**config.mk**
```make
export PLATFORM = sky130hd
export DESIGN_NAME = instr_mem_loader
export DESIGN_NICKNAME = d
export VERILOG_FILES = /design/src/rtl/instr_mem_pkg.sv /design/src/rtl/loader_word_serializer.sv /design/src/rtl/instr_mem_loader.sv
export SDC_FILE = /design/constraint.sdc
export NUM_CORES = 1
export LEC_CHECK = 0
export ABC_AREA = 1
export BUFFER_PORTS_ARGS = -buffer_cell sky130_fd_sc_hd__buf_2
export CAP_MARGIN = 10
export CORE_ASPECT_RATIO = 2
export CORE_MARGIN = 2
export CORE_UTILIZATION = 55
export CTS_CLUSTER_SIZE = 24
export DETAILED_ROUTE_END_ITERATION = 8
export GPL_ROUTABILITY_DRIVEN = 1
export GPL_TIMING_DRIVEN = 0
export PLACE_DENSITY = 0.77
export SLEW_MARGIN = 20
export SYNTH_ARGS = -nofsm -noshare
export SYNTH_HDL_FRONTEND = slang
export SYNTH_SLANG_ARGS = --single-unit
```
**constraint.sdc**
```tcl
create_clock -name clk -period 4.49 [get_ports clk]
set_clock_uncertainty 0.1 [all_clocks]
set_input_delay 0.6735 -clock clk [delete_from_list [all_inputs] [get_ports clk]]
set_output_delay 0.6735 -clock clk [all_outputs]
set_load 0.02 [all_outputs]
```
**src/rtl/instr_mem_pkg.sv**
```systemverilog
// Shared types and helpers for the instruction-memory program loader.
package instr_mem_pkg;

  typedef enum logic [2:0] {
    IDLE,
    ACCEPT,
    WRITE,
    DONE,
    ERR
  } loader_state_t;

  localparam int unsigned BYTES_PER_WORD = 4;

  // Little-endian lane select: idx 0 is the least significant byte.
  function automatic logic [7:0] byte_lane(input logic [31:0] word, input logic [1:0] idx);
    return word[{idx, 3'b000} +: 8];
  endfunction

endpackage

```
**src/rtl/loader_word_serializer.sv**
```systemverilog
// Latches one 32-bit word on i_load and emits its four bytes LSB-first, one per cycle.
module loader_word_serializer
  import instr_mem_pkg::*;
(
  input  logic        clk,
  input  logic        rst_n,
  input  logic        i_load,
  input  logic [31:0] i_word,
  output logic        o_active,
  output logic [7:0]  o_byte,
  output logic [1:0]  o_idx,
  output logic        o_last_byte
);

  logic [31:0] r_word;
  logic [1:0]  r_idx;
  logic        r_active;
  logic [7:0]  r_byte;

  // Byte register holds its value once the word is finished.
  always_ff @(posedge clk or negedge rst_n) begin
    if (!rst_n) begin
      r_word   <= '0;
      r_idx    <= '0;
      r_active <= 1'b0;
      r_byte   <= '0;
    end else if (i_load) begin
      r_word   <= i_word;
      r_idx    <= 2'd0;
      r_active <= 1'b1;
      r_byte   <= byte_lane(i_word, 2'd0);
    end else if (r_active) begin
      if (r_idx == 2'd3) begin
        r_active <= 1'b0;
      end else begin
        r_idx  <= r_idx + 2'd1;
        r_byte <= byte_lane(r_word, r_idx + 2'd1);
      end
    end
  end

  assign o_active    = r_active;
  assign o_byte      = r_byte;
  assign o_idx       = r_idx;
  assign o_last_byte = r_active && (r_idx == 2'd3);

endmodule

```
**src/rtl/instr_mem_loader.sv**
```systemverilog
// Program loader: accepts instruction words on a valid/ready stream and writes them
// little-endian into byte-addressed instruction memory, one byte per cycle.
module instr_mem_loader
  import instr_mem_pkg::*;
#(
  parameter int unsigned MEM_BYTES = 1024,
  parameter int unsigned ADDR_W    = 32
) (
  input  logic              clk,
  input  logic              rst_n,
  input  logic              start,
  input  logic [ADDR_W-1:0] base_addr,
  input  logic              word_valid,
  output logic              word_ready,
  input  logic [31:0]       word_data,
  input  logic              word_last,
  output logic              mem_we,
  output logic [ADDR_W-1:0] mem_addr,
  output logic [7:0]        mem_wdata,
  output logic              busy,
  output logic              done,
  output logic              error,
  output logic [15:0]       words_loaded
);

  loader_state_t     r_state, w_state_next;
  logic [ADDR_W-1:0] r_addr_ptr, w_addr_ptr_d;
  logic              r_last;
  logic              r_word_ready, w_word_ready_d;
  logic              r_busy, w_busy_d;
  logic              r_done, w_done_d;
  logic              r_error, w_error_d;
  logic [15:0]       r_words, w_words_d;
  logic [ADDR_W-1:0] r_mem_addr, w_mem_addr_d;

  logic              w_start_ok, w_misaligned, w_accept, w_overflow, w_load, w_word_end;
  logic              w_ser_active, w_ser_last_byte;
  logic [7:0]        w_ser_byte;
  logic [1:0]        w_ser_idx;

  assign w_start_ok   = start && ((r_state == IDLE) || (r_state == ERR));
  assign w_misaligned = |base_addr[1:0];
  assign w_accept     = (r_state == ACCEPT) && word_valid && r_word_ready;
  // One extra bit so a word ending exactly at MEM_BYTES is still legal.
  assign w_overflow   = ({1'b0, r_addr_ptr} + (ADDR_W+1)'(BYTES_PER_WORD))
                        > (ADDR_W+1)'(MEM_BYTES);
  assign w_load       = w_accept && !w_overflow;
  assign w_word_end   = (r_state == WRITE) && w_ser_last_byte;

  loader_word_serializer u_serializer (
    .clk         (clk),
    .rst_n       (rst_n),
    .i_load      (w_load),
    .i_word      (word_data),
    .o_active    (w_ser_active),
    .o_byte      (w_ser_byte),
    .o_idx       (w_ser_idx),
    .o_last_byte (w_ser_last_byte)
  );

  always_ff @(posedge clk or negedge rst_n) begin
    if (!rst_n) r_state <= IDLE;
    else        r_state <= w_state_next;
  end

  always_comb begin
    w_state_next = r_state;
    unique case (r_state)
      IDLE, ERR: if (start) w_state_next = w_misaligned ? ERR : ACCEPT;
      ACCEPT:    if (w_accept) w_state_next = w_overflow ? ERR : WRITE;
      WRITE:     if (w_ser_last_byte) w_state_next = r_last ? DONE : ACCEPT;
      DONE:      w_state_next = IDLE;
      default:   w_state_next = IDLE;
    endcase
  end

  always_comb begin
    w_word_ready_d = (w_state_next == ACCEPT);
    w_busy_d       = (w_state_next != IDLE);
    w_done_d       = (w_state_next == DONE);

    w_error_d = r_error;
    if (w_start_ok)                 w_error_d = w_misaligned;
    else if (w_accept && w_overflow) w_error_d = 1'b1;

    w_words_d = r_words;
    if (w_start_ok)                         w_words_d = '0;
    else if (w_word_end && r_words != 16'hFFFF) w_words_d = r_words + 16'd1;

    w_addr_ptr_d = r_addr_ptr;
    if (w_start_ok)      w_addr_ptr_d = base_addr;
    else if (w_word_end) w_addr_ptr_d = r_addr_ptr + ADDR_W'(BYTES_PER_WORD);

    w_mem_addr_d = r_mem_addr;
    if (w_load) begin
      w_mem_addr_d = r_addr_ptr;
    end else if ((r_state == WRITE) && w_ser_active && !w_ser_last_byte) begin
      w_mem_addr_d = r_addr_ptr + ADDR_W'(w_ser_idx) + ADDR_W'(1);
    end
  end

  always_ff @(posedge clk or negedge rst_n) begin
    if (!rst_n) begin
      r_addr_ptr   <= '0;
      r_last       <= 1'b0;
      r_word_ready <= 1'b0;
      r_busy       <= 1'b0;
      r_done       <= 1'b0;
      r_error      <= 1'b0;
      r_words      <= '0;
      r_mem_addr   <= '0;
    end else begin
      r_addr_ptr   <= w_addr_ptr_d;
      r_last       <= w_load ? word_last : r_last;
      r_word_ready <= w_word_ready_d;
      r_busy       <= w_busy_d;
      r_done       <= w_done_d;
      r_error      <= w_error_d;
      r_words      <= w_words_d;
      r_mem_addr   <= w_mem_addr_d;
    end
  end

  assign word_ready   = r_word_ready;
  assign mem_we       = w_ser_active;
  assign mem_addr     = r_mem_addr;
  assign mem_wdata    = w_ser_byte;
  assign busy         = r_busy;
  assign done         = r_done;
  assign error        = r_error;
  assign words_loaded = r_words;

endmodule

```
==> summary.md <==
| Metric | Value |
|---|---|
| Outcome | `completed` |
| Max Transition Viols Final | `0` |
| Worst Path Class, Setup | `flop to flop` |
| Initial detailed-routing violation count | `approximately 430` |
| Final Setup Violations | `0` |
| TritonCTS buffer count | `17` |
| Clock Root Buffer | `clkbuf_16` |
| Delay of the slowest critical-path stage | `560 ps` |
| Worst min path class | `input pin to asynchronous set/reset pin` |
| Number of H-tree branching levels | `4` |
| Area contributors post-synth | `dfrtp_1 (43%), nand2_1 (21%), nand3_1 (5.8%)` |
| Net count after synthesis | `1,141` |
| Top-Level Pins | `130` |
| Ratio of cells with drive above 1 in the final layout | `between 10% and 20%` |
| Share of synthesized area occupied by flip-flops and latches | `between 40% and 50%` |
| Antenna diode count | `0` |
| Simple-gate portion of the synthesized area | `a little under two fifths` |
| Initial Util | `a little under three fifths` |
| Fraction of power spent switching nets | `28.0%` |
| Post-route ant nets | `0` |
| Total negative slack | `0 ps` |
| Post-layout instance area | `9040 um2` |
| Main flop type after synthesis | `dfrtp_1` |
| Post-Synth Adder-Cell Area | `roughly 1.1%` |
| Top cell by count, worst path | `nand2_1` |
| Top cell family by delay on the critical path | `simple AND/OR/NAND/NOR gates` |
| Layout net count | `1,290` |
| Least-Margin Pin Slew | `around 760 ps` |
| Final hold vios | `0` |
| CP Data Arrival Time | `3910 ps` |
| Std-Cell Rows | `60` |
| Worst Path Required | `4750 ps` |
| Cell taking the most area after synthesis | `dfrtp_1` |
| Type of origin of the critical path | `flop` |
| Pin count of the biggest net entering global routing | `98` |
| Global-route total usage across every layer | `between 30% and 40%` |
| Share of Yosys cell area claimed by the top area cell type | `43.5%` |
| CTS tree | `done` |
| Area growth from synthesis to layout | `19.9%` |
| Initial antenna violation count | `0` |
| Core box area | `~13,000 um2` |
| First-pass GRT wire length | `38.8 mm` |
| WP buf/inv | `1` |
| Resized cells post-CTS | `0` |
| Residual DRC count | `0` |
| Number of flip-flops and latches in the synthesized netlist | `between 100 and 150` |
| Worst r2r dst | `u_serializer.o_byte[0]` |
| Switching power total | `~900 uW` |
| Number of buffers added for setup after CTS | `0` |
| Die area | `~15,000 um2` |
| Die Width | `roughly 87 um` |
| Maximum count of clock buffers along a single path | `2` |
| XOR/XNOR share of the synthesized area | `4.88%` |
| Detailed-routing iteration count for the pre-antenna-repair pass | `6` |
| Synthesized-area fraction occupied by ao, oa, aoi and oai cells | `6.60%` |
| Cell total after placement | `1,351` |
| Post-detailed-placement cell area | `between 8000 and 9000 um2` |
| Sequential group share of total power | `between 40% and 50%` |
| Final setup slack of the worst path | `about 830 ps` |
| Number of warnings reported in the yosys synthesis log | `0` |
| Count of flip-flops with a built-in enable after synthesis | `0` |
| Die height | `170 um` |
| Kind of end point of the critical path | `flop` |
| Clock-pin slew on the worst setup and hold paths | `60 ps` |
| Synth Area per Inst | `roughly 7 um2` |
| Number of standard cells after synthesis | `~1,100` |
| Count of distinct cell types in the synthesized netlist | `36` |
| Insertion delay of the later-clocked pin in the worst-skew pair | `approximately 420 ps` |
| Leftover overflow at the end of global routing | `0` |
| Dominant combinational cell family by area after synthesis | `simple AND/OR/NAND/NOR gates` |
| Final period demand of the worst path | `3660 ps` |
| Internal reg-to-reg setup slack | `about 830 ps` |
| Source of the worst register-to-register timing path | `r_addr_ptr[3]` |
| Via count of the routed design | `around 7,600` |
| Part of the total power dissipated in the clock network | `between 40 and 50%` |
| Reported leakage power | `a little under 0.005 uW` |
| Detailed-route vias per instance | `between 5 and 6` |
| Number of buffers inserted by port buffering | `129` |
| Total wirelength of the detailed-routed design | `~25 mm` |
| Depth of the most critical reg-to-reg path | `13` |
| Power density over the cells | `approximately 360 nW/um2` |
| Maximum clock rate | `between 200 and 300 MHz` |
| Count of filler cells inserted in the layout | `1,223` |
| Commonest cells after routing, fill and taps aside | `nand2_1 (419), buf_2 (143), dfrtp_1 (131), nor2_1 (113), nand3_1 (87)` |
| Setup repair after global routing missed its margin | `no` |
| Final weighted congestion of routability-driven global placement | `0.970` |
| Finished Layout Cells | `roughly 1,400` |
| Mapped Area | `approximately 7500 um2` |
| Most common cell after layout, fill and taps aside | `nand2_1` |
| Crit path cell chain | `ha_1 > nand3_2 > nor2_2 > nand2_1 > xnor2_1 > nor2_1 > nand3_1 > nor2_2 > clkbuf_1 > nand4_1 > nand2_1 > nand2_1 > nand2_1` |
| Half-perimeter wire length after placement | `a little under 20 mm` |
| Cts-stage hold buffer count | `0` |
| Sink Count | `131` |
| Average detailed-routed wire length per instance | `18.2 um` |
| Final period utilization | `between 80% and 90%` |
| Worst vdd ir | `about 0.26 mV` |
| Cell-internal power | `2330 uW` |
| Number of max-cap violations | `0` |
| Number of global-route vias before repair | `7,604` |
| Highest fanout seen on the critical path | `10` |
| FFs w/ async S/R, synth | `100%` |
| Slowest library cell on the worst path | `clkbuf_1` |
| Max-Slew Margin vs Limit | `just under 50%` |
| Worst slack, placed | `about 1000 ps` |
| Final hold slack | `9.61 ps` |
| Part of the power in combinational logic | `13.5%` |
| Mux cell area share after synthesis | `0%` |
==> registers in the layout, indices dropped and copies added, names as in the netlist, 2 cells and up <==
register / count
mem_addr: 32
r_addr_ptr: 32
u_serializer.r_word: 32
words_loaded: 16
u_serializer.o_byte: 8
r_state: 3
u_serializer.o_idx: 2
==> cells by family after synthesis <==
family / Yosys count
AOI/OAI and AO/OA: 80
xor gates and xnor gates: 42
and+or+nand+nor: 680
buffers and inverters: 127
DFF: 131
adders and majority gates: 6
==> power by group through the flow <==
stage                     registers (uW)  logic (uW)  clock network, uW
final                               1310         437               1490
after global routing                1310         490               1540
after CTS                           1300         433               1500
after detailed placement            1320         428                  0
after global placement              1320         419                  0
after floorplan                     1310         276                  0
==> cell usage after synthesis, types with 13 or more instances <==
| library cell | instances |
|---|---|
| nor2_1 | 113 |
| dfrtp_1 | 131 |
| nand4_1 | 24 |
| xor2_1 | 38 |
| a21oi_1 | 15 |
| o21ai_0 | 26 |
| nor3_1 | 22 |
| o211ai_1 | 13 |
| inv_1 | 80 |
| nand3_1 | 87 |
| buf_2 | 15 |
| clkbuf_1 | 19 |
| nand2_1 | 419 |
==> layer usage <==
metal / track usage, % / part of all wire, % / up-vias
met4: 19.8 / 5.4 / 0
met1: 34.5 / 34 / 3513
met5: 0 / 0 / -
met3: 4.33 / 3.8 / 75
met2: 67.0 / 57 / 257
li1: - / - / 3730
==> area by class of cell <==
type | count | area (um2) | area share, %
Multi-Input combinational cell | 808 | 3750 | 41.5
Sequential cell | 131 | 3280 | 36.3
Timing Repair Buffer | 130 | 683 | 7.56
Clock buffer | 20 | 447 | 4.94
Inverter | 84 | 315 | 3.49
Buffer | 43 | 199 | 2.20
Tap cell | 155 | 194 | 2.14
Clock inverter | 11 | 176 | 1.95
==> stage by stage <==
stage,utilization [%],total power [uW]
2_1_floorplan,-,1580
3_5_place_dp,62.7,1750
4_1_cts,67.3,3230
6_report,67.3,3230
3_3_place_gp,62.4,1740
5_1_grt,67.3,3340
==> how the worst max path moves through the flow <==
stage / from / endpoint / slack [ps] / cells past startpoint
floorplan: r_addr_ptr[3] / mem_addr[8] / 2010 / 16
global placement: rst_n / words_loaded[10] / 820 / 1
detailed placement: r_addr_ptr[3] / u_serializer.o_byte[0] / 1010 / 13
CTS: r_addr_ptr[3] / u_serializer.o_byte[0] / 970 / 13
global route: r_addr_ptr[3] / u_serializer.o_byte[0] / 660 / 17
finish: r_addr_ptr[3] / u_serializer.o_byte[0] / 830 / 13
No activity file was read; power rests on OpenSTA's default activity.
